**src/rtl/execute_muldiv_unit.sv**
```systemverilog
`default_nettype none
// +----------------------------------------------------------------------------+
// | Module      : execute_muldiv_unit                                          |
// | Description : Iterative EX-stage multiply/divide unit owning HI/LO.        |
// |               Shift-add multiply and restoring divide, one bit per cycle,  |
// |               with a sign-correction cycle before HI/LO commit.            |
// | Revision    : 1.0 - initial release                                        |
// +----------------------------------------------------------------------------+
module execute_muldiv_unit #(
  parameter int XLEN   = 32,
  parameter int ITER_W = 6
) (
  input  logic            clock,
  input  logic            reset,
  input  logic [2:0]      ex_muldiv_op,
  input  logic [XLEN-1:0] ex_reg1_data,
  input  logic [XLEN-1:0] ex_reg2_data,
  input  logic            ex_hold,
  output logic            ex_stall,
  output logic [XLEN-1:0] ex_hi,
  output logic [XLEN-1:0] ex_lo,
  output logic            ex_busy
);

  localparam logic [1:0] c_st_idle = 2'd0;
  localparam logic [1:0] c_st_run  = 2'd1;
  localparam logic [1:0] c_st_fix  = 2'd2;
  localparam logic [1:0] c_st_done = 2'd3;

  localparam logic [2:0] c_op_mult  = 3'd1;
  localparam logic [2:0] c_op_multu = 3'd2;
  localparam logic [2:0] c_op_div   = 3'd3;
  localparam logic [2:0] c_op_divu  = 3'd4;
  localparam logic [2:0] c_op_mthi  = 3'd5;
  localparam logic [2:0] c_op_mtlo  = 3'd6;

  localparam logic [ITER_W-1:0] c_last_iter = ITER_W'(XLEN - 1);

  logic [1:0]        r_state;
  logic [1:0]        w_next_state;
  logic [XLEN-1:0]   r_hi;
  logic [XLEN-1:0]   r_lo;
  logic [ITER_W-1:0] r_cnt;
  // Multiply: {partial product, remaining multiplier}.
  // Divide:   {partial remainder, dividend bits shifting into quotient}.
  logic [2*XLEN-1:0] r_acc;
  logic [XLEN-1:0]   r_opnd;     // multiplicand magnitude or divisor magnitude
  logic              r_is_div;
  logic              r_neg_lo;   // negate product / quotient
  logic              r_neg_hi;   // remainder follows dividend sign

  // Operation decode and operand magnitudes for the capture edge
  logic              w_is_md;
  logic              w_op_signed;
  logic              w_op_div;
  logic              w_sign_a;
  logic              w_sign_b;
  logic [XLEN-1:0]   w_mag_a;
  logic [XLEN-1:0]   w_mag_b;

  assign w_is_md     = (ex_muldiv_op >= c_op_mult) && (ex_muldiv_op <= c_op_divu);
  assign w_op_signed = (ex_muldiv_op == c_op_mult) || (ex_muldiv_op == c_op_div);
  assign w_op_div    = (ex_muldiv_op == c_op_div)  || (ex_muldiv_op == c_op_divu);
  assign w_sign_a    = w_op_signed & ex_reg1_data[XLEN-1];
  assign w_sign_b    = w_op_signed & ex_reg2_data[XLEN-1];
  assign w_mag_a     = w_sign_a ? -ex_reg1_data : ex_reg1_data;
  assign w_mag_b     = w_sign_b ? -ex_reg2_data : ex_reg2_data;

  // One shift-add multiply step: add multiplicand if LSB set, then shift right
  logic [XLEN:0]     w_mul_sum;
  logic [2*XLEN-1:0] w_mul_next;

  assign w_mul_sum  = {1'b0, r_acc[2*XLEN-1:XLEN]} + (r_acc[0] ? {1'b0, r_opnd} : '0);
  assign w_mul_next = {w_mul_sum, r_acc[XLEN-1:1]};

  // One restoring divide step; a zero divisor always "fits", giving all-ones quotient
  logic [XLEN:0]     w_div_shift;
  logic              w_div_fits;
  logic [XLEN-1:0]   w_div_sub;
  logic [2*XLEN-1:0] w_div_next;

  assign w_div_shift = {r_acc[2*XLEN-1:XLEN], r_acc[XLEN-1]};
  assign w_div_fits  = (w_div_shift >= {1'b0, r_opnd});
  assign w_div_sub   = w_div_shift[XLEN-1:0] - r_opnd;
  assign w_div_next  = {(w_div_fits ? w_div_sub : w_div_shift[XLEN-1:0]),
                        r_acc[XLEN-2:0], w_div_fits};

  // Sign correction applied during the FIX cycle
  logic [2*XLEN-1:0] w_prod;
  logic [XLEN-1:0]   w_rem;
  logic [XLEN-1:0]   w_res_hi;
  logic [XLEN-1:0]   w_res_lo;

  assign w_prod   = r_neg_lo ? -r_acc : r_acc;
  assign w_rem    = r_neg_hi ? -r_acc[2*XLEN-1:XLEN] : r_acc[2*XLEN-1:XLEN];
  assign w_res_hi = r_is_div ? w_rem : w_prod[2*XLEN-1:XLEN];
  assign w_res_lo = w_prod[XLEN-1:0];

  // State register
  always_ff @(posedge clock or posedge reset) begin
    if (reset) r_state <= c_st_idle;
    else       r_state <= w_next_state;
  end

  // Next-state logic
  always_comb begin
    w_next_state = r_state;
    case (r_state)
      c_st_idle: if (w_is_md) w_next_state = c_st_run;
      c_st_run:  if (r_cnt == c_last_iter) w_next_state = c_st_fix;
      c_st_fix:  w_next_state = c_st_done;
      c_st_done: if (!ex_hold) w_next_state = c_st_idle;
      default:   w_next_state = c_st_idle;
    endcase
  end

  // Outputs: stall covers the issue cycle in IDLE plus RUN and FIX
  always_comb begin
    ex_stall = 1'b0;
    ex_busy  = 1'b0;
    case (r_state)
      c_st_idle: ex_stall = w_is_md;
      c_st_run,
      c_st_fix: begin
        ex_stall = 1'b1;
        ex_busy  = 1'b1;
      end
      default: ;
    endcase
  end

  // Datapath: operand capture, iteration, HI/LO commit and MTHI/MTLO writes
  always_ff @(posedge clock or posedge reset) begin
    if (reset) begin
      r_hi     <= '0;
      r_lo     <= '0;
      r_cnt    <= '0;
      r_acc    <= '0;
      r_opnd   <= '0;
      r_is_div <= 1'b0;
      r_neg_lo <= 1'b0;
      r_neg_hi <= 1'b0;
    end else begin
      case (r_state)
        c_st_idle: begin
          if (w_is_md) begin
            r_acc    <= {{XLEN{1'b0}}, w_mag_a};
            r_opnd   <= w_mag_b;
            r_cnt    <= '0;
            r_is_div <= w_op_div;
            // Divide by zero keeps the raw all-ones quotient
            r_neg_lo <= (w_sign_a ^ w_sign_b) & ~(w_op_div & (ex_reg2_data == '0));
            r_neg_hi <= w_sign_a;
          end else if (ex_muldiv_op == c_op_mthi) begin
            r_hi <= ex_reg1_data;
          end else if (ex_muldiv_op == c_op_mtlo) begin
            r_lo <= ex_reg1_data;
          end
        end
        c_st_run: begin
          r_acc <= r_is_div ? w_div_next : w_mul_next;
          r_cnt <= r_cnt + ITER_W'(1);
        end
        c_st_fix: begin
          r_hi <= w_res_hi;
          r_lo <= w_res_lo;
        end
        default: ;
      endcase
    end
  end

  assign ex_hi = r_hi;
  assign ex_lo = r_lo;

endmodule
`default_nettype wire

```
**config.mk**
```make
export PLATFORM = sky130hd
export DESIGN_NAME = execute_muldiv_unit
export DESIGN_NICKNAME = d
export VERILOG_FILES = /design/src/rtl/execute_muldiv_unit.sv
export SDC_FILE = /design/constraint.sdc
export NUM_CORES = 1
export LEC_CHECK = 0
export BUFFER_PORTS_ARGS = -buffer_cell sky130_fd_sc_hd__buf_4
export CAP_MARGIN = 10
export CORE_AREA = 2 2 192 194
export DETAILED_ROUTE_END_ITERATION = 10
export DIE_AREA = 0 0 194 196
export PLACE_DENSITY = 0.54
export SETUP_SLACK_MARGIN = 0.5
export SLEW_MARGIN = 20
export SYNTH_ARGS = -nofsm -noshare
export SYNTH_HDL_FRONTEND = slang
export SYNTH_SLANG_ARGS = --single-unit
```
**constraint.sdc**
```tcl
create_clock -name clock -period 12 [get_ports clock]
set_clock_uncertainty 0.2 [all_clocks]
set_input_delay 3 -clock clock [delete_from_list [all_inputs] [get_ports clock]]
set_output_delay 3 -clock clock [all_outputs]
set_load 0.01 [all_outputs]
```
==> results.md, run 1 <==
* Status: completed
* Clock Tree Buf Depth at 2
* GRT met3 Usage at 0.0242
* Post-synth EDFFs at 0
* Sequential fraction of the synthesis area at 0.301
* Cells after Synth at 1,823
* Clock Pin Slew Worst Setup and Hold Paths at 0.07 ns
* Starting density of the core at 0.394
* Syn nets at 1,969
* Setup tns final at 0 ns
* LEAKAGE at 7.43 nW
* Final Total Pwr at 4.79 mW
* P&R area growth vs syn at 14.3%
* Top Usage Layer GRT: met2
* Number of hold buffers added after CTS at 0
* Met1 usage at 0.322
* Max frequency at 134 MHz
* Critical path arrival at 4.26 ns
* Die W at 194 microns
* DRT iter0 DRCs at 682
* Relative slew margins at 0.281
* Port bufs at 135
* Row cnt at 70
* Post-CTS setup buffers at 0
* Min Hold Slack at 0.279 ns
* Final #Nets at 2,036
* RSZ-0062 raised after global routing: no
* Share of cells above drive strength 1 at 0.111
* First-pass GRT wire length at 71.8 mm
* Fin crit period at 7.46 ns
* FF-to-FF End: r_acc[42]
* Crit path max fanout at 70
* H-tree levels at 4
* DR WL/cell at 18.9 microns
* Clk_lat worst skew at 0.46 ns
* Yosys cell types at 70
* Multi-input gate area at 9330 sq um
* Hold depth at 2
* Chip height at 196 microns
* Peak VDD IR at 0.163 mV
* R2R depth at 12
* Commonest register cell after synthesis: dfrtp_1
* Clock Sink Count at 171
* Filler instances at 3,717
* GP Congestion at 0.909
* Final number of setup-violating endpoints at 0
* First-pass iteration count of the detailed router at 5
* Syn avg cell area at 7.80 sq um
* Gr usage total at 0.237
* Crit end category: primary output
* Kind of critical path: in2out
* CTS tree: yes
* CTS Buf Count at 17
* # DRC at 0
* Total Routed Length at 44.9 mm
* DIE AREA at 38,000 sq um
* Via Count at 13,300
* Asr flop ratio synth at 1.00
* Slew Limit Fails at 0
* Vias in the first global route at 12,700
* Req. time, crit path at 8.80 ns
* Post-synthesis register bit count at 171
* Crit path launch type: input port
* Sequential cell area at 4280 sq um
* Initial antenna violation count at 0
* Max-cap violation count at 0
* Hold wc startpoint: ex_lo[24]
* Via/cell ratio at 5.59
* Post-CTS Resized at 0
* GR Overflow Total at 0
* Post-DP HPWL at 33.6 mm
* WHS Endpoint: ex_lo[24]
* Largest net degree at the start of global routing at 97
* Worst-Margin Slew at 1.08 ns
* Hold WC Path Type: reg2reg
* Final Core Density at 0.450
* Synthesized cell area at 14,200 sq um
* FF-to-FF setup slack at 7.06 ns
* GR Layer Usage met2 at 0.399
* Antenna viol nets, final at 0
* Pwr dens at 294 nW/um^2
* Fin crit share at 0.622
* Antenna Cells at 0
* Area of the core at 36,100 sq um
* I/O pins at 136
* CTS root buf: clkbuf_16
* Final count of hold timing violations at 0
* Yosys synthesis warning count at 0
* Worst r2r src: r_acc[37]
power by group:
group          internal, mW  total [mW]  switching, mW
combinational          1.20        3.00           1.80
sequential            0.848        1.17          0.322
clock                 0.337       0.612          0.276
total                  2.38        4.79           2.40
worst max path at each step:
stage / start / end / slack [ns] / cells past startpoint
after floorplan: reset / ex_hi[0] / 4.17 / 1
after global placement: ex_muldiv_op[1] / ex_stall / 4.46 / 7
after detailed placement: ex_muldiv_op[1] / ex_stall / 4.46 / 7
after CTS: ex_muldiv_op[1] / ex_stall / 4.46 / 7
after global routing: ex_muldiv_op[1] / ex_stall / 4.40 / 7
final: ex_muldiv_op[1] / ex_stall / 4.54 / 7
worst max-delay path, cell delays in order:
cell and delay (ns):
buf_4 0.13, nor2_1 0.12, xnor2_1 0.10, nand2_2 0.07
buf_4 0.50, a21oi_1 0.15, buf_4 0.17
routing by layer:
layer	wire length (microns)	vias up
met5	0	-
met4	937	0
met3	1810	48
met2	21200	310
met1	20900	6297
li1	-	6606
flip-flops by register name, summed over array words and instances, names as in the netlist:
signal and flops:
r_acc 64, ex_hi 32, ex_lo 32, r_opnd 32, r_cnt 6, r_state 2, r_is_div 1, r_neg_hi 1
r_neg_lo 1
cells in the final DEF, fill, tap and decap left out, types with 4 or more instances in the layout:
cell type | Yosys | layout
nor2_1 | 133 | 133
inv_1 | 75 | 74
o21a_1 | 10 | 10
or2_2 | 5 | 5
o31ai_1 | 25 | 25
mux2i_1 | 59 | 59
a211oi_1 | 21 | 21
a22oi_1 | 26 | 26
nand2_1 | 245 | 243
xor2_1 | 89 | 89
or4_1 | 18 | 18
and2_1 | 9 | 9
nor3_1 | 27 | 27
or3_1 | 21 | 21
dfrtp_1 | 171 | 170
and3_1 | 5 | 5
nor3b_1 | 5 | 5
nand3b_1 | 4 | 4
o21ai_0 | 272 | 272
a21boi_0 | 5 | 5
nor4_1 | 15 | 15
a21oi_1 | 133 | 133
o22ai_1 | 4 | 4
nand4_1 | 12 | 12
buf_4 | 1 | 150
nand2b_1 | 13 | 13
clkbuf_16 | 0 | 17
inv_6 | 0 | 5
inv_8 | 0 | 4
a21o_1 | 36 | 36
o211ai_1 | 7 | 7
nand3_1 | 13 | 13
xnor2_1 | 86 | 86
ha_1 | 74 | 72
a31oi_1 | 17 | 17
o41ai_1 | 8 | 8
o21bai_1 | 7 | 7
nor2b_1 | 17 | 17
layout make-up:
type                            instances  share of cell area
Tap cell                              468              0.0360
Inverter                               75              0.0176
Multi-Input combinational cell       1474               0.574
Timing Repair Buffer                  151              0.0705
Sequential cell                       171               0.263
Clock inverter                         15              0.0125
Clock buffer                           17              0.0262
Yosys cell counts (17+ instances only):
| cell | instances | share of area |
|---|---|---|
| o21ai_0 | 272 | 0.096 |
| nand2_1 | 245 | 0.065 |
| dfrtp_1 | 171 | 0.30 |
| a21oi_1 | 133 | 0.047 |
| nor2_1 | 133 | 0.035 |
| xor2_1 | 89 | 0.055 |
| xnor2_1 | 86 | 0.053 |
| clkbuf_1 | 82 | 0.022 |
| inv_1 | 75 | 0.020 |
| ha_1 | 74 | 0.065 |
| mux2i_1 | 59 | 0.042 |
| a21o_1 | 36 | 0.019 |
| nor3_1 | 27 | 0.0095 |
| a22oi_1 | 26 | 0.014 |
| o31ai_1 | 25 | 0.013 |
| a211oi_1 | 21 | 0.011 |
| or3_1 | 21 | 0.0092 |
| or4_1 | 18 | 0.0095 |
| a31oi_1 | 17 | 0.0075 |
| nor2b_1 | 17 | 0.0075 |
stage by stage:
stage | instance area, sq um | setup slack [ns] | std cells
floorplan | 14200 | 4.17 | 1823
global placement | 15600 | 4.46 | 2338
detailed placement | 15600 | 4.46 | 2338
CTS | 16200 | 4.46 | 2370
global route | 16300 | 4.40 | 2371
finish | 16300 | 4.54 | 2371
cells by family after synthesis:
| group | Yosys count | synth area share |
|---|---|---|
| compound gates | 606 | 0.252 |
| mux | 62 | 0.0439 |
| flops | 171 | 0.301 |
| buf+inv | 178 | 0.0486 |
| simple gates | 555 | 0.179 |
| xor+xnor | 175 | 0.108 |
| fa+ha+maj | 76 | 0.0679 |
Note: power is estimated with default switching activity, not from simulation.
==> inputs of run 2 (changes only) <==
Settings changed: PLACE_DENSITY 0.54 to 0.56.
Clock period 12 ns to 6.34 ns, I/O delays scaled along.
==> results.md, run 2 (same netlist as run 1, synthesis figures left out) <==
* Relative slew margins at 0.269 (-0.0124)
* Final number of setup-violating endpoints at 0 (unchanged)
* Gr usage total at 0.228 (-0.00864)
* GR Overflow Total at 0 (unchanged)
* Post-DP HPWL at 33.1 mm (-1.5%)
* DRT iter0 DRCs at 768 (+13%)
* Crit path max fanout at 56 (-20%)
* # DRC at 0 (unchanged)
* Most used cell, CP: o21ai_0
* CP peak stage delay at 0.59 ns (+0.09 ns)
* Placed standard-cell area at 15,600 sq um (about the same)
* Vias in the first global route at 12,700 (-0.30%)
* GP Congestion at 1.00 (+10%)
* Max-cap violation count at 0 (unchanged)
* Starting density of the core at 0.394 (unchanged)
* Post-CTS setup buffers at 0 (unchanged)
* Chip height at 196 microns (unchanged)
* Fin crit period at 4.55 ns
* Peak VDD IR at 0.288 mV (+76%)
* P&R area growth vs syn at 13.7%
* Most frequent cells in the layout: 272 x o21ai_0, 244 x nand2_1, 170 x dfrtp_1
* I/O pins at 136 (unchanged)
* Post-CTS Resized at 0 (unchanged)
* Die W at 194 microns (unchanged)
* Kind of critical path: reg2reg
* Row cnt at 70 (unchanged)
* Clock Pin Slew Worst Setup and Hold Paths at 0.07 ns (about the same)
* Clock Sink Count at 171 (unchanged)
* Most flop-heavy register: r_acc
* Setup tns final at 0 ns (unchanged)
* LEAKAGE at 7.40 nW (-0.48%)
* Commonest non-fill, non-tap cell in the layout: o21ai_0
* Largest net degree at the start of global routing at 113 (+16%)
* First-pass GRT wire length at 70.0 mm (-2.5%)
* Max frequency at 220 MHz
* Hold WC Path Type: reg2reg
* Critical path arrival at 4.69 ns (+0.43 ns)
* Cell Chain, Critical Path: ha_1, a21oi_1, o21ai_0, a221oi_1, o21ai_0, a31oi_1, o21ai_0, a2111oi_2, buf_4, mux2i_1, nor2_1, a211o_1
* H-tree levels at 4 (unchanged)
* Antenna viol nets, final at 0 (unchanged)
* Slew Limit Fails at 0 (unchanged)
* Crit path launch type: flip-flop
* Clk_lat worst skew at 0.46 ns (about the same)
* Via/cell ratio at 5.61 (+0.27%)
* DR WL/cell at 18.4 microns (-3.0%)
* CTS Buf Count at 17 (unchanged)
* Share of cells above drive strength 1 at 0.108 (-0.00246)
* Antenna Cells at 0 (unchanged)
* CTS root buf: clkbuf_16
* Slowest CP cell: buf_4
* Final #Nets at 2,033 (-0.15%)
* Placed Instances at 2,336 (-0.086%)
* Worst-Margin Slew at 1.10 ns (+0.0185 ns)
* Final count of hold timing violations at 0 (unchanged)
* RSZ-0062 raised after global routing: no
* Pwr dens at 556 nW/um^2 (+89%)
* Number of hold buffers added after CTS at 0 (unchanged)
* Max reg flops at 64 (unchanged)
* Non-Filler Instances at 2,368 (-0.13%)
* First-pass iteration count of the detailed router at 5 (unchanged)
* Initial antenna violation count at 0 (unchanged)
* Via Count at 13,300 (+0.14%)
* Req. time, crit path at 6.48 ns (-2.32 ns)
* DIE AREA at 38,000 sq um (unchanged)
* Area of the core at 36,100 sq um (unchanged)
* Total Routed Length at 43.5 mm (-3.1%)
* CTS tree: yes
* Fin crit share at 0.717
* Final Core Density at 0.448 (-0.00236)
* Status: completed
* Fin area at 16,200 sq um (-0.52%)
* Crit end category: flip-flop
* Clock Tree Buf Depth at 2 (unchanged)
* Port bufs at 135 (unchanged)
## run 2: cell types whose count changed in the layout (fill, tap and decap cells not counted)
cell and delta:
clkinv_2 +1, ha_2 -1, bufinv_16 -3, nand2_1 +1
ha_1 +1, nand2_2 -1, clkinv_4 -2, inv_8 +4
buf_4 -3
## run 2: cell type report
class | count | area (sq um)
inverters | 75 | 285
multi-input cells | 1474 | 9320
well taps | 468 | 586
fillers | 3691 | 19900
clock inverters | 15 | 146
clock buffers | 17 | 425
repair buffers | 148 | 1120
flip-flops and latches | 171 | 4280
## run 2: final timing paths
path / start / endpoint / slack [ns] / cells after the start
max: r_acc[37] / r_acc[42] / 1.79 / 12
min: ex_lo[2] / ex_lo[2] / 0.28 / 1
max reg2reg: r_acc[37] / r_acc[42] / 1.79 / 12
min reg2reg: ex_lo[2] / ex_lo[2] / 0.28 / 1
max in group asynchronous: reset / r_opnd[30] / 4.22 / 3
min in group asynchronous: reset / r_acc[5] / 1.05 / 3
## run 2: where the power goes
group | leakage, nW | total (mW) | switching (mW) | internal, mW
combinational | 4.97 | 5.67 | 3.43 | 2.25
sequential | 2.14 | 2.24 | 0.639 | 1.60
clock | 0.285 | 1.07 | 0.543 | 0.528
## run 2: routing by layer
metal | global-route usage | share of wire
met5 | 0 | 0
met3 | 0.0292 | 0.046
met2 | 0.365 | 0.46
met1 | 0.322 | 0.48
met4 | 0.0710 | 0.021
## run 2: through the flow
| stage | total power [mW] | hold slack (ns) | setup slack [ns] |
|---|---|---|---|
| after floorplan | 6.19 | 0.250 | 2.00 |
| after global placement | 7.82 | 0.263 | 1.58 |
| after detailed placement | 7.89 | 0.269 | 1.59 |
| after CTS | 8.97 | 0.285 | 1.80 |
| after global routing | 9.80 | 0.300 | 1.37 |
| final | 8.99 | 0.279 | 1.79 |
## run 2: worst max-delay path, delay by kind of cell (launching register included)
kind	cells	cell delay [ns]
fa+ha+maj	1	0.41
mux	1	0.27
flops	1	0.50
buf+inv	1	0.59
simple gates	1	0.07
compound gates	8	2.35
==> inputs of run 3 (changes only) <==
Settings changed: ABC_AREA from default to 1, CORE_AREA 2 2 192 194 to 2 2 212 214, DIE_AREA 0 0 194 196 to 0 0 214 216, PLACE_DENSITY 0.56 to 0.54.
Clock period 6.34 ns to 4.4 ns, I/O delays scaled along.
==> results.md, run 3 <==
* CP Buf/Inv Count at 3 (+2)
* Relative slew margins at 0.282 (+0.0139)
* Yosys synthesis warning count at 0 (unchanged)
* DIE AREA at 46,200 sq um (+22%)
* Synthesized cell area at 17,400 sq um (+22%)
* Clock Tree Buf Depth at 2 (unchanged)
* # DRC at 0 (unchanged)
* H-tree levels at 4 (unchanged)
* Yosys cell types at 49 (-30%)
* Largest family of logic cells by synthesized area: simple AND/OR/NAND/NOR gates
* Post-synthesis register bit count at 171 (unchanged)
* CTS tree: yes
* Final count of hold timing violations at 0 (unchanged)
* Post-DP HPWL at 63.1 mm (+91%)
* Fin crit share at 0.814 (+0.0965)
* Via Count at 20,000 (+50%)
* Fin crit period at 3.58 ns (-0.967 ns)
* Syn nets at 3,148 (+60%)
* Commonest non-fill, non-tap cell in the layout: nand2_1
* Post-synthesis mux area share at 0 (-0.0439)
* Largest net degree at the start of global routing at 59 (-48%)
* CP peak stage delay at 0.80 ns (+0.21 ns)
* Area of the core at 43,800 sq um (+21%)
* Max-cap violation count at 0 (unchanged)
* Delay-heaviest family, CP: simple AND/OR/NAND/NOR gates
* Max reg flops at 64 (unchanged)
* Net Sw Frac at 0.584 (+0.0711)
* LEAKAGE at 10.2 nW (+38%)
* Most used cell, CP: nand3_1
* Most flop-heavy register: r_acc
* Post-CTS Resized at 0 (unchanged)
* Antenna viol nets, final at 0 (unchanged)
* Post-synth EDFFs at 0 (unchanged)
* Setup tns final at 0 ns (unchanged)
* CTS root buf: clkbuf_16
* Area share of the largest cell type after synthesis at 0.246 (-0.0548)
* Filler instances at 4,893 (+33%)
* Max frequency at 279 MHz (+27%)
* Row cnt at 77 (+10%)
* Sequential power share at 0.199 (-0.051)
* Syn avg cell area at 5.79 sq um (-26%)
* Critical path arrival at 3.73 ns (-0.96 ns)
* Share of cells above drive strength 1 at 0.0873 (-0.0212)
* Pwr dens at 832 nW/um^2 (+50%)
* Number of hold buffers added after CTS at 0 (unchanged)
* Via/cell ratio at 5.39 (-4.0%)
* Clock Pin Slew Worst Setup and Hold Paths at 0.07 ns (about the same)
* Post-Synth XOR/XNOR Area at 0.0176 (-0.0901)
* Cell Chain, Critical Path: buf_4, nand2_1, inv_1, ha_1, nand2_1, nor2_1, inv_1, nor4_1, nand3_1, nand3_1, nand3_1, nand3_1, nand2_1
* Asr flop ratio synth at 1.00 (unchanged)
* Slew Limit Fails at 0 (unchanged)
* Synth Area in Adders at 0.0555 (-0.0124)
* Clock Sink Count at 171 (unchanged)
* GR Overflow Total at 0 (unchanged)
* Final Core Density at 0.451 (+0.00254)
* Synth cell count leaders: 860 x nand2_1, 419 x nor2_1, 414 x inv_1, 326 x nand3_1, 200 x o21ai_0
* First-pass GRT wire length at 115 mm (+64%)
* Synth Area in Compound Gates at 0.143 (-0.108)
* Slowest CP cell: dfrtp_1
* Hold WC Path Type: reg2reg
* Crit path max fanout at 18 (-68%)
* Crit path launch type: flip-flop
* I/O pins at 136 (unchanged)
* Sequential fraction of the synthesis area at 0.246 (-0.0548)
* Clk_lat worst skew at 0.48 ns (+0.02 ns)
* Vias in the first global route at 19,100 (+50%)
* Crit end category: flip-flop
* Status: completed
* Total Routed Length at 77.5 mm (+78%)
* Commonest register cell after synthesis: dfrtp_1
* First-pass iteration count of the detailed router at 5 (unchanged)
* DRT iter0 DRCs at 1,732 (+130%)
* Req. time, crit path at 4.55 ns (-1.93 ns)
* P&R area growth vs syn at 13.6% (about the same)
* Top cell type by total area after synthesis: dfrtp_1
* DR WL/cell at 20.9 microns (+14%)
* Cells after Synth at 3,002 (+65%)
* Post-synthesis simple-gate area fraction at 0.422 (+0.243)
* Sw Pwr at 9.59 mW (+110%)
* CTS Buf Count at 17 (unchanged)
* Chip height at 216 microns (+10%)
* GP Congestion at 0.985 (-1.5%)
* Die W at 214 microns (+10%)
* Worst-Margin Slew at 1.08 ns (-0.0220 ns)
* Most frequent cells in the layout: 860 x nand2_1, 418 x nor2_1, 412 x inv_1
* Kind of critical path: reg2reg
* Clock power share at 0.104 (-0.015)
* Initial antenna violation count at 0 (unchanged)
* Post-CTS setup buffers at 0 (unchanged)
* Logic pwr share at 0.697 (+0.066)
* Peak VDD IR at 0.614 mV (+110%)
* RSZ-0062 raised after global routing: no
* Starting density of the core at 0.397 (+0.00257)
* Most frequent cell after synthesis: nand2_1
* Port bufs at 135 (unchanged)
* Final #Nets at 3,250 (+60%)
* Final number of setup-violating endpoints at 0 (unchanged)
* Gr usage total at 0.330 (+0.102)
* Int Pwr at 6.84 mW (+56%)
* Ranking of synthesized cells by area: dfrtp_1 25%, nand2_1 19%, nand3_1 9.4%, nor2_1 9.0%, inv_1 8.9%
* Antenna Cells at 0 (unchanged)
-- run 3: changes by cell type after synthesis, moves of 25 or more --
| cell | change |
|---|---|
| a21oi_1 | +31 |
| o21ai_0 | -72 |
| mux2i_1 | -59 |
| xnor2_1 | -72 |
| a21o_1 | -34 |
| nand2_1 | +615 |
| nand4_1 | +25 |
| nand3_1 | +313 |
| nor2_1 | +286 |
| inv_1 | +339 |
| xor2_1 | -68 |
| a31oi_1 | +30 |
-- run 3: cell type report --
type,instances,area [sq um],share of cell area
timing repair buffer,180,1390,0.0703
inverter,424,1600,0.0808
clock inverter,13,180,0.00912
multi-input combinational,2310,11100,0.563
tap,592,741,0.0375
sequential,171,4280,0.217
clock buffer,19,453,0.0229
-- run 3: final timing paths --
check                           startpoint         end  slack [ns]  cells after the start
min in group asynchronous            reset    ex_hi[2]        0.58                      2
worst max register to register    r_acc[0]   r_acc[62]        0.82                     13
max in group asynchronous            reset  r_opnd[19]        2.63                      3
worst min register to register    ex_lo[2]    ex_lo[2]        0.28                      2
worst min-delay path              ex_lo[2]    ex_lo[2]        0.28                      2
worst max-delay path              r_acc[0]   r_acc[62]        0.82                     13
-- run 3: metrics by stage --
step           power [mW]  setup WS [ns]  hold slack (ns)  instances  area (sq um)
6_report             16.4          0.819            0.285       3709         19800
5_1_grt              17.8          0.564            0.308       3709         19800
4_1_cts              16.3          0.906            0.291       3709         19800
3_5_place_dp         14.6          0.911            0.272       3677         19100
3_3_place_gp         14.5          0.914            0.269       3677         19100
2_1_floorplan        10.5          0.917            0.275       3002         17400
-- run 3: cell families (layout without fill, tap and decap cells) --
group	Yosys count	count (layout)
DFF	171	171
and+or+nand+nor	1737	1737
AOI/OAI and AO/OA	462	462
adders and majority gates	76	76
xor gates and xnor gates	35	35
buffers and inverters	521	636
-- run 3: worst register-to-register path, stage by stage, from the launching register on --
cell and delay [ns]:
dfrtp_1 0.80, buf_4 0.36, nand2_1 0.13, inv_1 0.09, ha_1 0.23, nand2_1 0.11, nor2_1 0.20, inv_1 0.10
nor4_1 0.49, nand3_1 0.27, nand3_1 0.13, nand3_1 0.15, nand3_1 0.14, nand2_1 0.07
-- run 3: power groups by stage --
stage	clock network (mW)	logic, mW	registers (mW)
6_report	1.70	11.5	3.27
5_1_grt	1.80	12.7	3.31
3_3_place_gp	0	11.2	3.26
4_1_cts	1.72	11.4	3.24
2_1_floorplan	0	7.48	2.99
3_5_place_dp	0	11.3	3.27
-- run 3: layer usage --
layer / up-vias / track usage / share of wire
met1: 9289 / 0.384 / 0.40
met3: 176 / 0.0392 / 0.047
met5: - / 0 / 0
li1: 9861 / - / -
met4: 0 / 0.196 / 0.063
met2: 648 / 0.584 / 0.49
